### config.mk
export PLATFORM = sky130hd
export DESIGN_NAME = data_memory_arbiter
export DESIGN_NICKNAME = d
export VERILOG_FILES = /design/src/rtl/data_memory_arbiter.sv
export SDC_FILE = /design/constraint.sdc
export NUM_CORES = 1
export LEC_CHECK = 0
export CAP_MARGIN = 20
export CORE_UTILIZATION = 42
export CTS_BUF_LIST = sky130_fd_sc_hd__clkbuf_8 sky130_fd_sc_hd__clkbuf_16
export CTS_CLUSTER_DIAMETER = 80
export CTS_CLUSTER_SIZE = 30
export DETAILED_ROUTE_END_ITERATION = 16
export PLACE_DENSITY = 0.88
export REMOVE_ABC_BUFFERS = 1
export SLEW_MARGIN = 20
export SYNTH_ARGS = -nofsm -noshare
export SYNTH_HDL_FRONTEND = slang
export SYNTH_SLANG_ARGS = --single-unit
### constraint.sdc
create_clock -name clk -period 2 [get_ports clk]
set_clock_uncertainty 0.1 [all_clocks]
set_input_delay 0.5 -clock clk [delete_from_list [all_inputs] [get_ports clk]]
set_output_delay 0.5 -clock clk [all_outputs]
set_load 0.01 [all_outputs]
### src/rtl/data_memory_arbiter.sv
// Two-requester arbiter for the shared single-port data memory.
// One transaction in flight at a time: IDLE -> ACCESS -> HOLD -> ACK -> IDLE.
// Requester A is the CPU and requester B is the loader. Priority alternates
// round-robin. B is refused access to the memory-mapped I/O port addresses.
module data_memory_arbiter #(
  parameter int                 ADDR_W        = 10,
  parameter int                 DATA_W        = 8,
  parameter logic [ADDR_W-1:0]  IN_PORT_ADDR  = 10'h3FE,
  parameter logic [ADDR_W-1:0]  OUT_PORT_ADDR = 10'h3FF
) (
  input  logic              clk,
  input  logic              rst_n,
  input  logic              in_a_req,
  input  logic              in_b_req,
  input  logic              in_a_we,
  input  logic              in_b_we,
  input  logic [ADDR_W-1:0] in_a_addr,
  input  logic [ADDR_W-1:0] in_b_addr,
  input  logic [DATA_W-1:0] in_a_wdata,
  input  logic [DATA_W-1:0] in_b_wdata,
  output logic              out_a_ack,
  output logic              out_b_ack,
  output logic [DATA_W-1:0] out_a_rdata,
  output logic [DATA_W-1:0] out_b_rdata,
  output logic              out_b_err,
  output logic              out_busy,
  output logic [ADDR_W-1:0] out_mem_addr,
  output logic              out_mem_write_en,
  output logic              out_mem_read_en,
  output logic [DATA_W-1:0] out_mem_wdata,
  input  logic [DATA_W-1:0] in_mem_rdata
);

  typedef enum logic [1:0] {IDLE, ACCESS, HOLD, ACK} state_t;

  state_t              state_q, state_d;
  logic                prio_q, prio_d;     // 0: A preferred, 1: B preferred
  logic                win_q, win_d;       // 0: A owns the transaction, 1: B
  logic                we_q, we_d;
  logic                rej_q, rej_d;       // B targeting an I/O port address
  logic [ADDR_W-1:0]   addr_q, addr_d;
  logic [DATA_W-1:0]   wdata_q, wdata_d;
  logic                mem_we_q, mem_we_d;
  logic                mem_re_q, mem_re_d;
  logic                a_ack_q, a_ack_d;
  logic                b_ack_q, b_ack_d;
  logic                b_err_q, b_err_d;
  logic [DATA_W-1:0]   a_rdata_q, a_rdata_d;
  logic [DATA_W-1:0]   b_rdata_q, b_rdata_d;
  logic                busy_q, busy_d;

  logic                grant_b;
  logic                sel_we;
  logic [ADDR_W-1:0]   sel_addr;
  logic [DATA_W-1:0]   sel_wdata;
  logic                sel_rej;

  // Arbitration of the requests presented during IDLE.
  always_comb begin
    grant_b   = in_b_req && (!in_a_req || prio_q);
    sel_we    = grant_b ? in_b_we    : in_a_we;
    sel_addr  = grant_b ? in_b_addr  : in_a_addr;
    sel_wdata = grant_b ? in_b_wdata : in_a_wdata;
    sel_rej   = grant_b && ((in_b_addr == IN_PORT_ADDR) || (in_b_addr == OUT_PORT_ADDR));
  end

  // Next-state and next-output logic; every output is registered, so each
  // output value is computed for the state being entered.
  always_comb begin
    state_d   = state_q;
    prio_d    = prio_q;
    win_d     = win_q;
    we_d      = we_q;
    rej_d     = rej_q;
    addr_d    = addr_q;
    wdata_d   = wdata_q;
    a_rdata_d = a_rdata_q;
    b_rdata_d = b_rdata_q;
    mem_we_d  = 1'b0;
    mem_re_d  = 1'b0;
    a_ack_d   = 1'b0;
    b_ack_d   = 1'b0;
    b_err_d   = 1'b0;
    unique case (state_q)
      IDLE: begin
        if (in_a_req || in_b_req) begin
          state_d  = ACCESS;
          win_d    = grant_b;
          prio_d   = !grant_b;
          we_d     = sel_we;
          rej_d    = sel_rej;
          addr_d   = sel_addr;
          wdata_d  = sel_wdata;
          mem_we_d = sel_we && !sel_rej;
          mem_re_d = !sel_we && !sel_rej;
        end
      end
      ACCESS: begin
        // Read enable spans ACCESS and HOLD to cover the registered read.
        state_d  = HOLD;
        mem_re_d = mem_re_q;
      end
      HOLD: begin
        state_d = ACK;
        if (rej_q) begin
          b_rdata_d = '0;
        end else if (!we_q) begin
          if (win_q) b_rdata_d = in_mem_rdata;
          else       a_rdata_d = in_mem_rdata;
        end
        a_ack_d = !win_q;
        b_ack_d = win_q;
        b_err_d = rej_q;
      end
      ACK: begin
        state_d = IDLE;
        addr_d  = '0;
        wdata_d = '0;
      end
      default: state_d = IDLE;
    endcase
    busy_d = (state_d != IDLE);
  end

  // State and output registers with synchronous active-low reset.
  always_ff @(posedge clk) begin
    if (!rst_n) begin
      state_q   <= IDLE;
      prio_q    <= 1'b0;
      win_q     <= 1'b0;
      we_q      <= 1'b0;
      rej_q     <= 1'b0;
      addr_q    <= '0;
      wdata_q   <= '0;
      mem_we_q  <= 1'b0;
      mem_re_q  <= 1'b0;
      a_ack_q   <= 1'b0;
      b_ack_q   <= 1'b0;
      b_err_q   <= 1'b0;
      a_rdata_q <= '0;
      b_rdata_q <= '0;
      busy_q    <= 1'b0;
    end else begin
      state_q   <= state_d;
      prio_q    <= prio_d;
      win_q     <= win_d;
      we_q      <= we_d;
      rej_q     <= rej_d;
      addr_q    <= addr_d;
      wdata_q   <= wdata_d;
      mem_we_q  <= mem_we_d;
      mem_re_q  <= mem_re_d;
      a_ack_q   <= a_ack_d;
      b_ack_q   <= b_ack_d;
      b_err_q   <= b_err_d;
      a_rdata_q <= a_rdata_d;
      b_rdata_q <= b_rdata_d;
      busy_q    <= busy_d;
    end
  end

  assign out_a_ack        = a_ack_q;
  assign out_b_ack        = b_ack_q;
  assign out_a_rdata      = a_rdata_q;
  assign out_b_rdata      = b_rdata_q;
  assign out_b_err        = b_err_q;
  assign out_busy         = busy_q;
  assign out_mem_addr     = addr_q;
  assign out_mem_write_en = mem_we_q;
  assign out_mem_read_en  = mem_re_q;
  assign out_mem_wdata    = wdata_q;

endmodule

==> impl_metrics.json, run 1 <==
{
  "critPathKind": "in -> reg",
  "cts-root-buf": "clkbuf_8",
  "path_max_fanout": 18,
  "htreeDepth": 2,
  "rsz0062_at_grt": "false",
  "slew_headroom_pct": 65.7,
  "leakage_uw": 0.00120,
  "core_area_mm2": 0.00479,
  "syn_avg_cell_area_um2": 8.67,
  "cts.path.max_buffers": 2,
  "synth-adder-area-share_pct": 2.97,
  "drive_gt1_share_pct": 8.06,
  "syn_inst": 243,
  "vias": 2027,
  "period_minus_slack_ns": 1.84,
  "synth_warnings": 0,
  "synth_compound_area_share_pct": 24.5,
  "syn2layout_area_growth_pct": 53.0,
  "synth_area_mm2": 0.00211,
  "gp_congestion": 0.816,
  "finalSetupViolations": 0,
  "critPathArrivalTime_ns": 1.98,
  "synth_xor_area_share_pct": 0,
  "drt_iter0_markers": 134,
  "clkTransAtPathRegs_ns": 0.08,
  "overflow": 0,
  "hold_viol": 0,
  "finalSetupTns_ns": 0,
  "die_h_um": 72.8,
  "num_io_pins": 90,
  "cts.sinks": 46,
  "synth_top_family_by_area": "compound AO/OA/AOI/OAI gates",
  "synthFlopType": "dfxtp_1",
  "mostFrequentLayoutCell": "clkdlybuf4s50_1",
  "synth-seq-cells": 46,
  "placedInstanceArea_mm2": 0.00311,
  "max-cap-violations": 0,
  "antenna_found_initial": 0,
  "synth_edf_count": 0,
  "clock_latency_ns": 0.30,
  "async_flop_share_pct": 0,
  "hp-class": "reg -> reg",
  "floorplan.initialDensity_pct": 44.0,
  "drc_errors": 0,
  "grt_pass1_wl_mm": 8.79,
  "cts_buffers": 5,
  "ant_nets": 0,
  "via_per_inst": 5.04,
  "wl_per_cell_um": 13.6,
  "tightest_slew_ns": 0.511,
  "cts_tree": "done",
  "antenna_cells": 0,
  "power.density_mw_per_mm2": 1010,
  "ff2ff_path_depth": 6,
  "cts_setup_buffers": 0,
  "postLayoutCellArea_mm2": 0.00322,
  "dr.pass1.iters": 4,
  "rows": 25,
  "cp-start-kind": "primary input",
  "required_ns": 2.14,
  "cts_resized": 0,
  "final_cell_mix": "clkdlybuf4s50_1 (89), dfxtp_1 (46), a21oi_1 (29)",
  "maxSlewViolCount": 0,
  "yosysUniqueCellTypes": 38,
  "status": "completed",
  "grt_pass1_vias": 1900,
  "muxShareOfSynthArea_pct": 1.19,
  "die_x_um": 72.8,
  "irDropWorstVdd_mv": 0.708,
  "holdPathStages": 2,
  "cp-end-kind": "register",
  "dieArea_mm2": 0.00530,
  "fmax_mhz": 544,
  "gr-usage-all-layers_pct": 21.3,
  "hpwl_mm": 4.02,
  "fin_crit_sh_pct": 92.0,
  "synthSimpleGateAreaFrac_pct": 23.0,
  "port_buffers": 89,
  "ys_seq_area_share_pct": 43.7,
  "final_nets": 389,
  "drt-total-wl_mm": 5.49,
  "hold_buffers": 0,
  "grt_max_degree": 37
}
-- sequential cells by signal, indices dropped and copies added, names as in the netlist, 2 cells and up --
| register | flops |
|---|---|
| out_b_rdata | 8 |
| out_mem_wdata | 8 |
| state_q | 2 |
| out_a_rdata | 8 |
| out_mem_addr | 10 |
-- power by group --
group	internal (uW)	total, uW	switching, uW	leakage [uW]
registers	1100	1210	104	0.000376
clock network	375	693	318	0.0000585
logic	712	1370	661	0.000761
total	2190	3270	1080	0.00120
-- cells by family (layout without fill, tap and decap cells) --
kind of cell | after synthesis | count (layout)
compound gates | 83 | 83
fa+ha+maj | 5 | 5
buf+inv | 21 | 113
flops | 46 | 46
mux | 2 | 2
simple gates | 86 | 86
-- area by class of cell --
class / instances / area, um2
repair buffers: 100 / 998
clock inverters: 3 / 43.8
fillers: 397 / 1560
clock buffers: 5 / 68.8
multi-input cells: 176 / 1090
inverters: 5 / 18.8
well taps: 67 / 83.8
flip-flops and latches: 46 / 921
-- cells in the mapped netlist (all sizes together) (2+ instances only) --
master  count  area, um2
buf         6       38.8
a21oi      30        161
and2       19        119
clkbuf     10       38.8
a22oi       9       67.6
nand2b      2       12.5
nand3b     18        135
and3        3       18.8
dfxtp      46        921
inv         5       18.8
o21a       19        144
ha          5       62.6
nand2      20       75.1
nor3        2       15.0
o21ai      21        105
nor2       14       60.1
nor2b       2       12.5
nand4       2       12.5
-- critical path, stage by stage --
cell and delay [ns]:
clkdlybuf4s50_1 0.50, o21a_2 0.27, a21oi_4 0.36, and2_1 0.22
o21a_1 0.13
-- per-stage QoR --
step | power, uW | hold slack (ns) | worst slack (ns) | util, % | instances
2_1_floorplan | 1900 | 0.340 | 0.226 | - | 227
3_3_place_gp | 2540 | 0.341 | -0.0588 | 65.0 | 394
3_5_place_dp | 2590 | 0.356 | -0.102 | 65.0 | 394
4_1_cts | 3290 | 0.369 | 0.167 | 67.4 | 402
5_1_grt | 3470 | 0.376 | 0.0682 | 67.4 | 402
6_report | 3270 | 0.365 | 0.161 | 67.4 | 402
-- per-layer routing --
metal | part of all wire (%) | track usage, %
met1 | 46 | 28.0
met2 | 49 | 36.4
met3 | 3.1 | 1.66
met4 | 2.4 | 7.84
met5 | 0 | 0
-- path summary, 6_finish.rpt --
kind                                startpoint               end  slack (ns)
worst min register to register  out_a_rdata[0]    out_a_rdata[0]        0.37
worst max register to register      state_q[0]  out_mem_wdata[3]        0.17
worst min-delay path            out_a_rdata[0]    out_a_rdata[0]        0.37
worst max-delay path                  in_b_req  out_mem_wdata[3]        0.16
No activity file was read; power rests on OpenSTA's default activity.
==> inputs of run 2 (changes only) <==
PLACE_DENSITY = 0.79   (was 0.88)
==> run 2 against run 1 <==
Net effect: hold slack lost 0.0091 ns; power shrank 0.56%; critical path depth is the same; wire length shrank 2.8%; sequential share of layout area shrank 0.11 points; first-iteration DRC count grew 1.5%; die area is the same; global-route usage grew 0.51 points; cell area grew 0.39%; clock power shrank 2%; cell count grew 0.50%; critical path type unchanged; setup slack gained 0.020 ns.
==> impl_metrics.json, run 2 (synthesis gave the netlist of run 1 again) <==
{
  "cts_resized": 0,
  "clkTransAtPathRegs_ns": 0.09,
  "required_ns": 2.11,
  "place_ws_ns": -0.111,
  "dieArea_mm2": 0.00530,
  "rsz0062_at_grt": "false",
  "p_total_uw": 3250,
  "min_to": "out_a_rdata[6]",
  "power_frac_comb_pct": 42.1,
  "period_minus_slack_ns": 1.82,
  "p_switching_uw": 1060,
  "final_nets": 391,
  "max-cap-violations": 0,
  "ff2ff_path_depth": 6,
  "port_buffers": 89,
  "hp-class": "reg -> reg",
  "critPathArrivalTime_ns": 1.93,
  "syn2layout_area_growth_pct": 53.6,
  "hpwl_mm": 3.97,
  "placedInstanceArea_mm2": 0.00313,
  "slew_headroom_pct": 60.9,
  "floorplan.initialDensity_pct": 44.0,
  "holdPathStages": 2,
  "cts-root-buf": "clkbuf_8",
  "critPathKind": "in -> reg",
  "hold_buffers": 0,
  "fin_crit_sh_pct": 90.9,
  "vias": 2022,
  "path_max_fanout": 5,
  "setup_ws_ns": 0.181,
  "status": "completed",
  "final_cell_mix": "clkdlybuf4s50_1 (89), dfxtp_1 (46), a21oi_1 (29)",
  "grt_pass1_wl_mm": 8.97,
  "cpPeakStageDelay_ns": 0.50,
  "via_per_inst": 5.00,
  "num_io_pins": 90,
  "drt-total-wl_mm": 5.33,
  "grt_max_degree": 37,
  "cts_setup_buffers": 0,
  "antenna_cells": 0,
  "irDropWorstVdd_mv": 0.630,
  "die_x_um": 72.8,
  "cp-start-kind": "primary input",
  "cts.path.max_buffers": 2,
  "worst_path_max_delay_cell": "clkdlybuf4s50_1",
  "internal_power_uw": 2190,
  "p_clk_share_pct": 20.9,
  "grt_pass1_vias": 1981,
  "maxSlewViolCount": 0,
  "gr-usage-all-layers_pct": 21.8,
  "overflow": 0,
  "fmax_mhz": 550,
  "finalSetupTns_ns": 0,
  "drt_iter0_markers": 136,
  "r2r-start": "state_q[0]",
  "wl_per_cell_um": 13.2,
  "antenna_found_initial": 0,
  "hold_viol": 0,
  "regToRegSetupSlack_ns": 0.19,
  "drc_errors": 0,
  "whs_ns": 0.356,
  "netSwitchingFraction_pct": 32.6,
  "core_area_mm2": 0.00479,
  "power.density_mw_per_mm2": 1010,
  "htreeDepth": 2,
  "die_h_um": 72.8,
  "pwr-share-seq_pct": 37.0,
  "worst_r2r_endpoint": "out_b_rdata[4]",
  "drive_gt1_share_pct": 8.31,
  "clock_latency_ns": 0.29,
  "cp-end-kind": "register",
  "rows": 25,
  "nFillCells": 411,
  "tightest_slew_ns": 0.583,
  "mostFrequentLayoutCell": "clkdlybuf4s50_1",
  "hold_start": "out_a_rdata[6]",
  "cts.sinks": 46,
  "cts_tree": "done",
  "path_cells": "clkdlybuf4s50_1, and2b_1, nor2_4, mux2_4, o31ai_2",
  "leakage_uw": 0.00120,
  "finalSetupViolations": 0,
  "largest_reg_flops": 10,
  "postLayoutCellArea_mm2": 0.00324,
  "dr.pass1.iters": 4,
  "ant_nets": 0,
  "cts_buffers": 5,
  "gp_congestion": 0.738
}
run 2: how the worst max path moves through the flow:
stage	startpoint	endpoint	slack, ns	depth (start not counted)
after floorplan	in_a_req	out_mem_read_en	0.23	4
after global placement	in_a_req	out_mem_read_en	-0.11	5
after detailed placement	in_a_req	out_mem_read_en	-0.11	5
after CTS	in_a_req	out_mem_read_en	0.19	5
after global routing	state_q[0]	out_b_rdata[2]	0.0007	6
final	in_a_req	out_mem_read_en	0.18	5
run 2: per-stage QoR:
stage | utilization, % | cells
after floorplan | - | 227
after global placement | 65.3 | 396
after detailed placement | 65.3 | 396
after CTS | 67.6 | 404
after global routing | 67.6 | 404
final | 67.6 | 404
run 2: area by class of cell:
type                    instances  area, um2  area share (%)
repair buffers                102       1010            31.3
inverters                       5       18.8           0.580
well taps                      67       83.8            2.59
clock inverters                 3       41.3            1.28
flip-flops and latches         46        921            28.4
clock buffers                   5       68.8            2.13
multi-input cells             176       1090            33.7
run 2: power by group through the flow:
| stage | logic, uW | registers, uW | clock network (uW) |
|---|---|---|---|
| floorplan | 620 | 1280 | 0 |
| global placement | 1360 | 1220 | 0 |
| detailed placement | 1380 | 1220 | 0 |
| CTS | 1380 | 1210 | 699 |
| global route | 1500 | 1230 | 738 |
| finish | 1370 | 1210 | 679 |
run 2: layer usage:
metal / share of wire (%) / global-route usage (%) / vias up
met5: 0 / 0 / -
met4: 0.71 / 4.58 / 0
met3: 4.3 / 4.28 / 4
met2: 51 / 38.5 / 49
met1: 44 / 27.4 / 936
li1: - / - / 1033
run 2: worst max-delay path, delay by kind of cell:
family	cells	cell delay, ns
buffers and inverters	1	0.50
AND/OR/NAND/NOR	2	0.41
multiplexers	1	0.32
AO/OA/AOI/OAI	1	0.20
==> inputs of run 3 (changes only) <==
RECOVER_POWER = 100   (was default)
==> run 3 against run 2 <==
Net effect: critical path depth shrank 4; register-to-register slack about the same; cell count is the same; fmax shrank 2.1%; clock power hardly changed; critical path type is now reg -> out; critical endpoint is now out_a_rdata[5]; largest power group unchanged; highest routed layer unchanged.
==> impl_metrics.json, run 3 (synthesis gave the netlist of run 1 again) <==
{
  "crit_buf_inv": 1,
  "place_ws_ns": -0.111,
  "die_x_um": 72.8,
  "drc_errors": 0,
  "period_minus_slack_ns": 1.86,
  "hold_buffers": 0,
  "fin_crit_sh_pct": 92.9,
  "port_buffers": 89,
  "hpwl_mm": 3.97,
  "cp-end-kind": "output pin",
  "final_util_pct": 67.5,
  "regToRegSetupSlack_ns": 0.20,
  "clkTransAtPathRegs_ns": 0.09,
  "dieArea_mm2": 0.00530,
  "cpPeakStageDelay_ns": 0.61,
  "worst_path_max_delay_cell": "dlygate4sd3_1",
  "mostFrequentLayoutCell": "clkdlybuf4s50_1",
  "hold_viol": 0,
  "cts.sinks": 46,
  "placedInstanceArea_mm2": 0.00313,
  "power.density_mw_per_mm2": 987,
  "max-cap-violations": 0,
  "tightest_slew_ns": 0.577,
  "worst_r2r_endpoint": "out_b_rdata[4]",
  "crit_family": "buffers and inverters",
  "cts_setup_buffers": 0,
  "htreeDepth": 2,
  "path_cells": "dlygate4sd3_1",
  "vias": 2014,
  "finalSetupViolations": 0,
  "path_max_fanout": 2,
  "slew_headroom_pct": 61.3,
  "cts_tree": "done",
  "grt_pass1_vias": 1981,
  "gr-usage-all-layers_pct": 21.8,
  "path_depth": 1,
  "final_nets": 391,
  "dr.pass1.iters": 4,
  "cts_buffers": 5,
  "r2r-start": "state_q[0]",
  "drt-total-wl_mm": 5.30,
  "crit_path_end": "out_a_rdata[5]",
  "floorplan.initialDensity_pct": 44.0,
  "ff2ff_path_depth": 6,
  "clock_latency_ns": 0.29,
  "rsz0062_at_grt": "false",
  "maxSlewViolCount": 0,
  "antenna_cells": 0,
  "antenna_found_initial": 0,
  "final_cell_mix": "clkdlybuf4s50_1 (48), dfxtp_1 (46), dlygate4sd3_1 (41)",
  "ant_nets": 0,
  "required_ns": 1.40,
  "setup_ws_ns": 0.142,
  "num_io_pins": 90,
  "hp-class": "reg -> reg",
  "syn2layout_area_growth_pct": 53.2,
  "p_total_uw": 3180,
  "die_h_um": 72.8,
  "gp_congestion": 0.738,
  "placed_cells": 396,
  "leakage_uw": 0.00131,
  "startpoint": "out_a_rdata[5]",
  "cts-root-buf": "clkbuf_8",
  "stdcell_count": 404,
  "fmax_mhz": 538,
  "overflow": 0,
  "wl_per_cell_um": 13.1,
  "cts_resized": 0,
  "rows": 25,
  "grt_pass1_wl_mm": 8.97,
  "cts.path.max_buffers": 2,
  "cp-start-kind": "register",
  "status": "completed",
  "core_area_mm2": 0.00479,
  "postLayoutCellArea_mm2": 0.00323,
  "drt_iter0_markers": 135,
  "critPathKind": "reg -> out",
  "irDropWorstVdd_mv": 0.621,
  "largest_reg_flops": 10,
  "grt_max_degree": 37,
  "critPathArrivalTime_ns": 1.26,
  "via_per_inst": 4.99,
  "drive_gt1_share_pct": 7.72
}
==> run 3: cell count changes in the layout (fill, tap and decap cells not counted), sizes merged <==
cell | before | now
buf | 13 | 10
clkbuf | 5 | 8
clkdlybuf4s50 | 89 | 48
dlygate4sd3 | 0 | 41
==> run 3: power by group <==
part	leakage (uW)	internal [uW]	switching (uW)	total [uW]
Clock	0.0000556	368	314	682
Combinational	0.000876	660	644	1300
Sequential	0.000376	1100	96.6	1200
Total	0.00131	2130	1050	3180
==> run 3: area by class of cell <==
cell class,count,area [um2]
Multi-Input combinational cell,176,1080
Inverter,5,18.8
Timing Repair Buffer,102,1010
Clock inverter,3,41.3
Tap cell,67,83.8
Fill cell,413,1560
Clock buffer,5,68.8
Sequential cell,46,921
==> run 3: layer usage <==
layer | vias up | GRT usage (%) | part of all wire, %
li1 | 1032 | - | -
met1 | 933 | 27.4 | 45
met2 | 45 | 38.5 | 51
met3 | 4 | 4.28 | 3.7
met4 | 0 | 4.58 | 0.72
met5 | - | 0 | 0
==> run 3: per-stage QoR <==
step	setup TNS (ns)	hold slack (ns)
floorplan	0	0.340
global placement	-1.46	0.340
global route	0	0.382
detailed placement	-1.90	0.348
finish	0	0.354
CTS	0	0.360
==> run 3: worst min path at each step <==
stage | endpoint | cells after the start | slack (ns) | start
after global placement | out_a_rdata[4] | 2 | 0.34 | out_a_rdata[4]
after floorplan | prio_q | 1 | 0.34 | prio_q
after CTS | out_a_rdata[4] | 2 | 0.36 | out_a_rdata[4]
after detailed placement | out_a_rdata[4] | 2 | 0.35 | out_a_rdata[4]
final | out_a_rdata[6] | 2 | 0.35 | out_a_rdata[6]
after global routing | out_a_rdata[2] | 2 | 0.38 | out_a_rdata[2]
